<file path="config.mk">
export PLATFORM = sky130hd
export DESIGN_NAME = pe_noc_interface_flat
export DESIGN_NICKNAME = d
export VERILOG_FILES = /design/src/rtl/pe_noc_interface_if.sv /design/src/rtl/pe_noc_interface.sv /design/src/flat_wrapper.sv
export SDC_FILE = /design/constraint.sdc
export NUM_CORES = 1
export LEC_CHECK = 0
export BUFFER_PORTS_ARGS = -buffer_cell sky130_fd_sc_hd__buf_4
export CORE_MARGIN = 1.5
export CORE_UTILIZATION = 30
export DETAILED_ROUTE_END_ITERATION = 8
export GPL_ROUTABILITY_DRIVEN = 0
export SKIP_LAST_GASP = 1
export SLEW_MARGIN = 20
export SYNTH_ARGS = -nofsm -noshare
export SYNTH_HDL_FRONTEND = slang
export SYNTH_SLANG_ARGS = --single-unit
</file>
<file path="constraint.sdc">
create_clock -name clk -period 4.6 [get_ports clk]
set_input_delay 0.92 -clock clk [delete_from_list [all_inputs] [get_ports clk]]
set_output_delay 0.92 -clock clk [all_outputs]
set_load 0.005 [all_outputs]
</file>
<file path="src/rtl/pe_noc_interface_if.sv">
// Host and router signal bundle for the PE-side NoC endpoint.
// slave  : the endpoint itself (pe_noc_interface).
// master : the environment that drives the endpoint, i.e. host plus router PE port.
// Signals:
//   TX host side : i_tx_valid, o_tx_ready, i_tx_dest_x, i_tx_dest_y, i_tx_data
//   to router    : o_noc_valid, i_noc_ready, o_noc_data
//   from router  : i_noc_valid, i_noc_data (no backpressure)
//   RX host side : o_rx_valid, i_rx_ready, o_rx_data
//   status       : o_drop_cnt (saturating RX overflow count)
interface pe_noc_interface_if #(
    parameter int unsigned X_SIZE = 4,
    parameter int unsigned Y_SIZE = 4,
    parameter int unsigned DATA_W = 32
);
    localparam int unsigned PKT_W = X_SIZE + Y_SIZE + DATA_W;

    logic              i_tx_valid;
    logic              o_tx_ready;
    logic [X_SIZE-1:0] i_tx_dest_x;
    logic [Y_SIZE-1:0] i_tx_dest_y;
    logic [DATA_W-1:0] i_tx_data;

    logic              o_noc_valid;
    logic              i_noc_ready;
    logic [PKT_W-1:0]  o_noc_data;

    logic              i_noc_valid;
    logic [PKT_W-1:0]  i_noc_data;

    logic              o_rx_valid;
    logic              i_rx_ready;
    logic [DATA_W-1:0] o_rx_data;

    logic [7:0]        o_drop_cnt;

    modport slave (
        input  i_tx_valid, i_tx_dest_x, i_tx_dest_y, i_tx_data,
        input  i_noc_ready, i_noc_valid, i_noc_data, i_rx_ready,
        output o_tx_ready, o_noc_valid, o_noc_data, o_rx_valid, o_rx_data, o_drop_cnt
    );

    modport master (
        output i_tx_valid, i_tx_dest_x, i_tx_dest_y, i_tx_data,
        output i_noc_ready, i_noc_valid, i_noc_data, i_rx_ready,
        input  o_tx_ready, o_noc_valid, o_noc_data, o_rx_valid, o_rx_data, o_drop_cnt
    );
endinterface

</file>
<file path="src/rtl/pe_noc_interface.sv">
// PE-side endpoint of the mesh router PE port.
// TX: host packets {payload, y, x} are buffered in a FWFT FIFO and injected into the
//     router under valid/ready; packets addressed to this node loop back into RX.
// RX: every router ejection is captured into a FIFO for the host; overflow is dropped
//     and counted (saturating at 255). Router arrivals take priority over loopback.
// Ports: clk, rstn (async active-low), bus (pe_noc_interface_if.slave, see interface).
module pe_noc_interface #(
    parameter int unsigned X_COORD  = 0,
    parameter int unsigned Y_COORD  = 0,
    parameter int unsigned X_SIZE   = 4,
    parameter int unsigned Y_SIZE   = 4,
    parameter int unsigned DATA_W   = 32,
    parameter int unsigned TX_DEPTH = 4,
    parameter int unsigned RX_DEPTH = 4
) (
    input  logic                  clk,
    input  logic                  rstn,
    pe_noc_interface_if.slave     bus
);
    localparam int unsigned ADDR_W = X_SIZE + Y_SIZE;
    localparam int unsigned PKT_W  = ADDR_W + DATA_W;
    localparam int unsigned TX_AW  = $clog2(TX_DEPTH);
    localparam int unsigned RX_AW  = $clog2(RX_DEPTH);

    localparam logic [X_SIZE-1:0] OWN_X = X_SIZE'(X_COORD);
    localparam logic [Y_SIZE-1:0] OWN_Y = Y_SIZE'(Y_COORD);

    // ---------------- TX FIFO ----------------
    logic [PKT_W-1:0] tx_mem [TX_DEPTH];
    logic [TX_AW:0]   tx_wr_ptr;
    logic [TX_AW:0]   tx_rd_ptr;
    logic             tx_empty;
    logic             tx_full;
    logic             tx_push;
    logic             tx_pop;
    logic [PKT_W-1:0] tx_head;
    logic             head_local;
    logic             noc_valid_c;
    logic             noc_fire;
    logic             lb_fire;

    // ---------------- RX FIFO ----------------
    logic [DATA_W-1:0] rx_mem [RX_DEPTH];
    logic [RX_AW:0]    rx_wr_ptr;
    logic [RX_AW:0]    rx_rd_ptr;
    logic              rx_empty;
    logic              rx_full;
    logic              rx_pop;
    logic              rx_room;
    logic              rx_push;
    logic              rx_drop;
    logic [DATA_W-1:0] rx_wdata;
    logic [7:0]        drop_cnt;

    // Only the payload of a router packet is kept; its address bits are not needed.
    logic unused_noc_addr;
    assign unused_noc_addr = ^bus.i_noc_data[ADDR_W-1:0];

    // FIFO status from extra-MSB pointers
    assign tx_empty = (tx_wr_ptr == tx_rd_ptr);
    assign tx_full  = (tx_wr_ptr[TX_AW] != tx_rd_ptr[TX_AW]) &&
                      (tx_wr_ptr[TX_AW-1:0] == tx_rd_ptr[TX_AW-1:0]);
    assign rx_empty = (rx_wr_ptr == rx_rd_ptr);
    assign rx_full  = (rx_wr_ptr[RX_AW] != rx_rd_ptr[RX_AW]) &&
                      (rx_wr_ptr[RX_AW-1:0] == rx_rd_ptr[RX_AW-1:0]);

    assign tx_head    = tx_mem[tx_rd_ptr[TX_AW-1:0]];
    assign head_local = (tx_head[X_SIZE-1:0] == OWN_X) &&
                        (tx_head[ADDR_W-1:X_SIZE] == OWN_Y);

    // TX injection and loopback decisions
    assign tx_push     = bus.i_tx_valid && !tx_full;
    assign noc_valid_c = !tx_empty && !head_local;
    assign noc_fire    = noc_valid_c && bus.i_noc_ready;
    assign rx_pop      = !rx_empty && bus.i_rx_ready;
    // A full RX FIFO still has room when its head leaves on the same edge.
    assign rx_room     = !rx_full || rx_pop;
    // Loopback only uses the RX write port in cycles without a router arrival.
    assign lb_fire     = !tx_empty && head_local && !bus.i_noc_valid && rx_room;
    assign tx_pop      = noc_fire || lb_fire;

    assign rx_drop  = bus.i_noc_valid && !rx_room;
    assign rx_push  = (bus.i_noc_valid && rx_room) || lb_fire;
    assign rx_wdata = bus.i_noc_valid ? bus.i_noc_data[PKT_W-1:ADDR_W]
                                      : tx_head[PKT_W-1:ADDR_W];

    // TX storage (not reset: contents are only observed behind the pointers)
    always_ff @(posedge clk) begin
        if (tx_push) begin
            tx_mem[tx_wr_ptr[TX_AW-1:0]] <= {bus.i_tx_data, bus.i_tx_dest_y, bus.i_tx_dest_x};
        end
    end

    // RX storage
    always_ff @(posedge clk) begin
        if (rx_push) begin
            rx_mem[rx_wr_ptr[RX_AW-1:0]] <= rx_wdata;
        end
    end

    // Pointers and drop counter
    always_ff @(posedge clk or negedge rstn) begin
        if (!rstn) begin
            tx_wr_ptr <= '0;
            tx_rd_ptr <= '0;
            rx_wr_ptr <= '0;
            rx_rd_ptr <= '0;
            drop_cnt  <= '0;
        end else begin
            if (tx_push) tx_wr_ptr <= tx_wr_ptr + (TX_AW+1)'(1);
            if (tx_pop)  tx_rd_ptr <= tx_rd_ptr + (TX_AW+1)'(1);
            if (rx_push) rx_wr_ptr <= rx_wr_ptr + (RX_AW+1)'(1);
            if (rx_pop)  rx_rd_ptr <= rx_rd_ptr + (RX_AW+1)'(1);
            if (rx_drop && (drop_cnt != 8'hFF)) drop_cnt <= drop_cnt + 8'd1;
        end
    end

    // Outputs are decoded from registered FIFO state only; data is zeroed when not valid.
    assign bus.o_tx_ready  = !tx_full;
    assign bus.o_noc_valid = noc_valid_c;
    assign bus.o_noc_data  = noc_valid_c ? tx_head : '0;
    assign bus.o_rx_valid  = !rx_empty;
    assign bus.o_rx_data   = rx_empty ? '0 : rx_mem[rx_rd_ptr[RX_AW-1:0]];
    assign bus.o_drop_cnt  = drop_cnt;
endmodule

</file>
<file path="src/flat_wrapper.sv">
// flat-port wrapper written by rule: the top's interface ports become plain ports
module pe_noc_interface_flat 
#(
    parameter int unsigned X_COORD  = 0,
    parameter int unsigned Y_COORD  = 0,
    parameter int unsigned X_SIZE   = 4,
    parameter int unsigned Y_SIZE   = 4,
    parameter int unsigned DATA_W   = 32,
    parameter int unsigned TX_DEPTH = 4,
    parameter int unsigned RX_DEPTH = 4
)
  (clk, rstn, bus_i_tx_valid, bus_i_tx_dest_x, bus_i_tx_dest_y, bus_i_tx_data, bus_i_noc_ready, bus_i_noc_valid, bus_i_noc_data, bus_i_rx_ready, bus_o_tx_ready, bus_o_noc_valid, bus_o_noc_data, bus_o_rx_valid, bus_o_rx_data, bus_o_drop_cnt);
  pe_noc_interface_if #(.X_SIZE(X_SIZE), .Y_SIZE(Y_SIZE), .DATA_W(DATA_W)) bus_i ();
  input  logic clk;
  input  logic rstn;
  input wire logic [$bits(bus_i.i_tx_valid)-1:0] bus_i_tx_valid;
  input wire logic [$bits(bus_i.i_tx_dest_x)-1:0] bus_i_tx_dest_x;
  input wire logic [$bits(bus_i.i_tx_dest_y)-1:0] bus_i_tx_dest_y;
  input wire logic [$bits(bus_i.i_tx_data)-1:0] bus_i_tx_data;
  input wire logic [$bits(bus_i.i_noc_ready)-1:0] bus_i_noc_ready;
  input wire logic [$bits(bus_i.i_noc_valid)-1:0] bus_i_noc_valid;
  input wire logic [$bits(bus_i.i_noc_data)-1:0] bus_i_noc_data;
  input wire logic [$bits(bus_i.i_rx_ready)-1:0] bus_i_rx_ready;
  output wire logic [$bits(bus_i.o_tx_ready)-1:0] bus_o_tx_ready;
  output wire logic [$bits(bus_i.o_noc_valid)-1:0] bus_o_noc_valid;
  output wire logic [$bits(bus_i.o_noc_data)-1:0] bus_o_noc_data;
  output wire logic [$bits(bus_i.o_rx_valid)-1:0] bus_o_rx_valid;
  output wire logic [$bits(bus_i.o_rx_data)-1:0] bus_o_rx_data;
  output wire logic [$bits(bus_i.o_drop_cnt)-1:0] bus_o_drop_cnt;
  assign bus_i.i_tx_valid = bus_i_tx_valid;
  assign bus_i.i_tx_dest_x = bus_i_tx_dest_x;
  assign bus_i.i_tx_dest_y = bus_i_tx_dest_y;
  assign bus_i.i_tx_data = bus_i_tx_data;
  assign bus_i.i_noc_ready = bus_i_noc_ready;
  assign bus_i.i_noc_valid = bus_i_noc_valid;
  assign bus_i.i_noc_data = bus_i_noc_data;
  assign bus_i.i_rx_ready = bus_i_rx_ready;
  assign bus_o_tx_ready = bus_i.o_tx_ready;
  assign bus_o_noc_valid = bus_i.o_noc_valid;
  assign bus_o_noc_data = bus_i.o_noc_data;
  assign bus_o_rx_valid = bus_i.o_rx_valid;
  assign bus_o_rx_data = bus_i.o_rx_data;
  assign bus_o_drop_cnt = bus_i.o_drop_cnt;
  pe_noc_interface #(.X_COORD(X_COORD), .Y_COORD(Y_COORD), .X_SIZE(X_SIZE), .Y_SIZE(Y_SIZE), .DATA_W(DATA_W), .TX_DEPTH(TX_DEPTH), .RX_DEPTH(RX_DEPTH)) u_core (.clk(clk), .rstn(rstn), .bus(bus_i));
endmodule
</file>
==> metrics.md <==
| Metric | Value |
|---|---|
| # rows | 74 |
| Clock power share | 25.5% |
| HP Class | in -> async |
| Pint | about 0.0077 W |
| Placed cells | approximately 1,300 |
| Tcrit/Tclk final | ~87% |
| Via count | around 6,300 |
| Global-route wire length before repair | slightly above 40,000 µm |
| CP Data Required Time | about 3.7 ns |
| Synth Instances | 663 |
| Synth Net Count | 760 |
| Final cell count without fillers | approximately 1,400 |
| Hold Vio Cnt, Final | 0 |
| Sequential power share | a little under two fifths |
| H-tree depth reported by CTS | 2 |
| Synth warn | 0 |
| Vias per cell | between 4 and 5 |
| Max IR drop VDD | about 300 µV |
| TritonRoute pass-1 iters | 4 |
| Fillers | 3,750 |
| Worst r2r src | u_core.tx_rd_ptr[0]$_DFFE_PN0P_ |
| CP endpoint kind | output pin |
| Clk_skew | 0.0229 ns |
| Clk sinks | roughly 300 |
| Unique masters post-synth | 32 |
| Largest net degree at the start of global routing | 36 |
| WL per Instance | between 15 and 20 µm |
| Die Y-Extent | about 210 µm |
| RSZ-0062 raised after global routing | no |
| Die Wd | roughly 210 µm |
| Routed wire length | roughly 27,000 µm |
| Crit path time final | between 4 and 5 ns |
| Worst-skew pair later-pin latency | about 0.52 ns |
| LEAKAGE | ~5.6 nW |
| Clk buf depth | 3 |
| GRT overflow | 0 |
| Layout Nets | 940 |
| Setup TNS | 0 ns |
| Layout cells sized above 1 | a little over a third |
| Nature of the critical path startpoint | register |
| Clock transition at path regs | 0.06 ns |
| Setup-failing EPs final | 0 |
| Worst-Margin Slew | around 1.1 ns |
| Slew Limit Fails | 0 |
| Post-CTS Setup Inserts | 0 |
| Initial core utilization | 30.4% |
| Design area | 15,400 µm² |
| TritonCTS clock tree | built |
| Final HPWL DP | roughly 18,000 µm |
| Sw frac | a little under a third |
| Relative slew margins | between 20% and 30% |
| Post-synth EDFFs | 288 |
| DRT iter0 DRCs | around 320 |
| Crit path from | u_core.tx_rd_ptr[0]$_DFFE_PN0P_ |
| Avg Synthesized Cell Area | around 19 µm² |
| Async S/R FF share, synth | under 10% |
| Post-route DRC | 0 |
| Die area | 42,600 µm² |
| CP Class | reg -> out |
| Clock buffer count from CTS | 35 |
| Flops & latches, synth | 308 |
| Crit-path max FO | 33 |
| Antenna viol nets, final | 0 |
| # Max-Cap Violations | 0 |
| Worst EP arrival | 3.08 ns |
| I/O Buffers | 160 |
| Design Power | between 0.01 and 0.015 W |
| CTS root buf | clkbuf_16 |
| Ports | approximately 170 |
| Post-Synthesis Cell Area | 12,400 µm² |
| Layout area overhead | 24.3% |
| Outcome | finished clean |
| Fmax | 250 MHz |
| Area of the core | just over 40,000 µm² |
| Post-CTS sizing | 0 |
| Hold_buf cts | 0 |
| Sequential cell area fraction in the yosys report | between 70% and 80% |
| P_sw | roughly 0.0033 W |
| Vias in the first global route | around 6,500 |
| Top FF cell, synth | edfxtp_1 |
| Placed Area | between 10,000 and 15,000 µm² |
| P per Cell Area | slightly above 700 nW/µm² |
| Combinational Power Share | between 30% and 40% |
| GRT Overall Usage | 13.0% |
| Initial antenna violation count | 2 |
[layout by cell type (no fill, tap or decap), types with 3 or more instances in the layout]
master      synthesis  layout
and3_1              8       4
dfrtp_2             0       3
nand2_1           102     102
mux4_2             68      68
clkinvlp_4          0       4
buf_4               0     175
edfxtp_1          288     288
clkbuf_1           24       5
mux4_1              4       4
mux2_2              3       3
ha_1               11      11
clkbuf_16           0      35
dfrtp_1            20      17
xnor2_1            12      12
nor2_1              5       4
bufinv_16           0       5
clkinv_2            0       4
and2_1             76      76
nand4_1             4       4
inv_6               0       4
and3_2              0       4
inv_1               5       5
xor2_1              8       8
[critical path: stages, from the launching register on]
cell     delay [ns]
dfrtp_2        0.55
mux4_1         0.62
or4_4          0.60
nor2_1         0.14
nor2_2         0.04
buf_4          0.24
and2_1         0.21
buf_4          0.13
[area by class of cell]
class                   instances  area, µm²  area share, %
diodes                          1       2.50         0.0162
clock inverters                20        251           1.63
flip-flops and latches        308       9150           59.4
inverters                       5       18.8          0.122
well taps                     532        666           4.32
multi-input cells             318       3100           20.1
repair buffers                175       1310           8.52
clock buffers                  41        908           5.89
[stage by stage]
stage,worst slack (ns),hold WS [ns],utilization [%]
3_5_place_dp,1.08,0.481,34.9
3_3_place_gp,1.09,0.479,34.9
2_1_floorplan,1.30,0.460,-
4_1_cts,0.503,0.272,37.8
6_report,0.597,0.282,37.8
5_1_grt,0.383,0.279,37.8
[per-layer routing]
layer  global-route usage (%)  vias to the layer above  routed length (µm)
met4                     3.80                        2                 516
met1                     17.9                     3209               12100
met2                     20.6                      134               13300
met5                        0                        -                  10
met3                     3.04                       35                1450
li1                         -                     2921                   -
[worst paths after layout]
kind                       depth (start not counted)                         endpoint  slack (ns)
max                                                7               bus_o_noc_data[13]        0.60
min                                                1  u_core.tx_rd_ptr[0]$_DFFE_PN0P_        0.28
max reg2reg                                        5   u_core.rx_mem[2][21]$_DFFE_PP_        1.27
min reg2reg                                        1  u_core.tx_rd_ptr[2]$_DFFE_PN0P_        0.49
max in group asynchronous                          1  u_core.rx_rd_ptr[0]$_DFFE_PN0P_        4.06
min in group clk                                   1  u_core.tx_rd_ptr[2]$_DFFE_PN0P_        0.49
[registers in the layout (all words and copies together), names as in the netlist]
signal                 flops
u_core.bus.o_drop_cnt      8
u_core.tx_rd_ptr           3
u_core.rx_wr_ptr           3
u_core.tx_wr_ptr           3
u_core.tx_mem            160
u_core.rx_rd_ptr           3
u_core.rx_mem            128
[power by group through the flow]
stage	logic (W)	clock network, W	registers [W]
after floorplan	0.00233	0	0.00409
after global placement	0.00421	0	0.00416
after detailed placement	0.00422	0	0.00419
after CTS	0.00423	0.00287	0.00414
after global routing	0.00452	0.00297	0.00419
final	0.00407	0.00280	0.00412
[Yosys cell counts, drive strengths merged (2+ instances only)]
master	instances	area, µm²
nand2	102	383
dfrtp	20	500
xnor2	12	105
and3	8	50.1
mux2	4	45.0
mux4	72	1640
o21ai	2	10.0
clkbuf	24	90.1
nand4	4	25.0
and2	77	484
nor2	5	18.8
buf	8	53.8
o41ai	3	45.1
ha	11	138
nor4	2	12.5
xor2	9	86.3
or4	2	22.5
edfxtp	288	8650
inv	5	18.8
[logic make-up after synthesis]
logic type / Yosys count / synth area share, %
buffers and inverters: 37 / 1.31
and+or+nand+nor: 204 / 8.23
adders and majority gates: 11 / 1.11
AOI/OAI and AO/OA: 6 / 0.524
xor gates and xnor gates: 21 / 1.54
DFF: 308 / 73.7
muxes: 76 / 13.6
(Power assumes the default switching activity.)
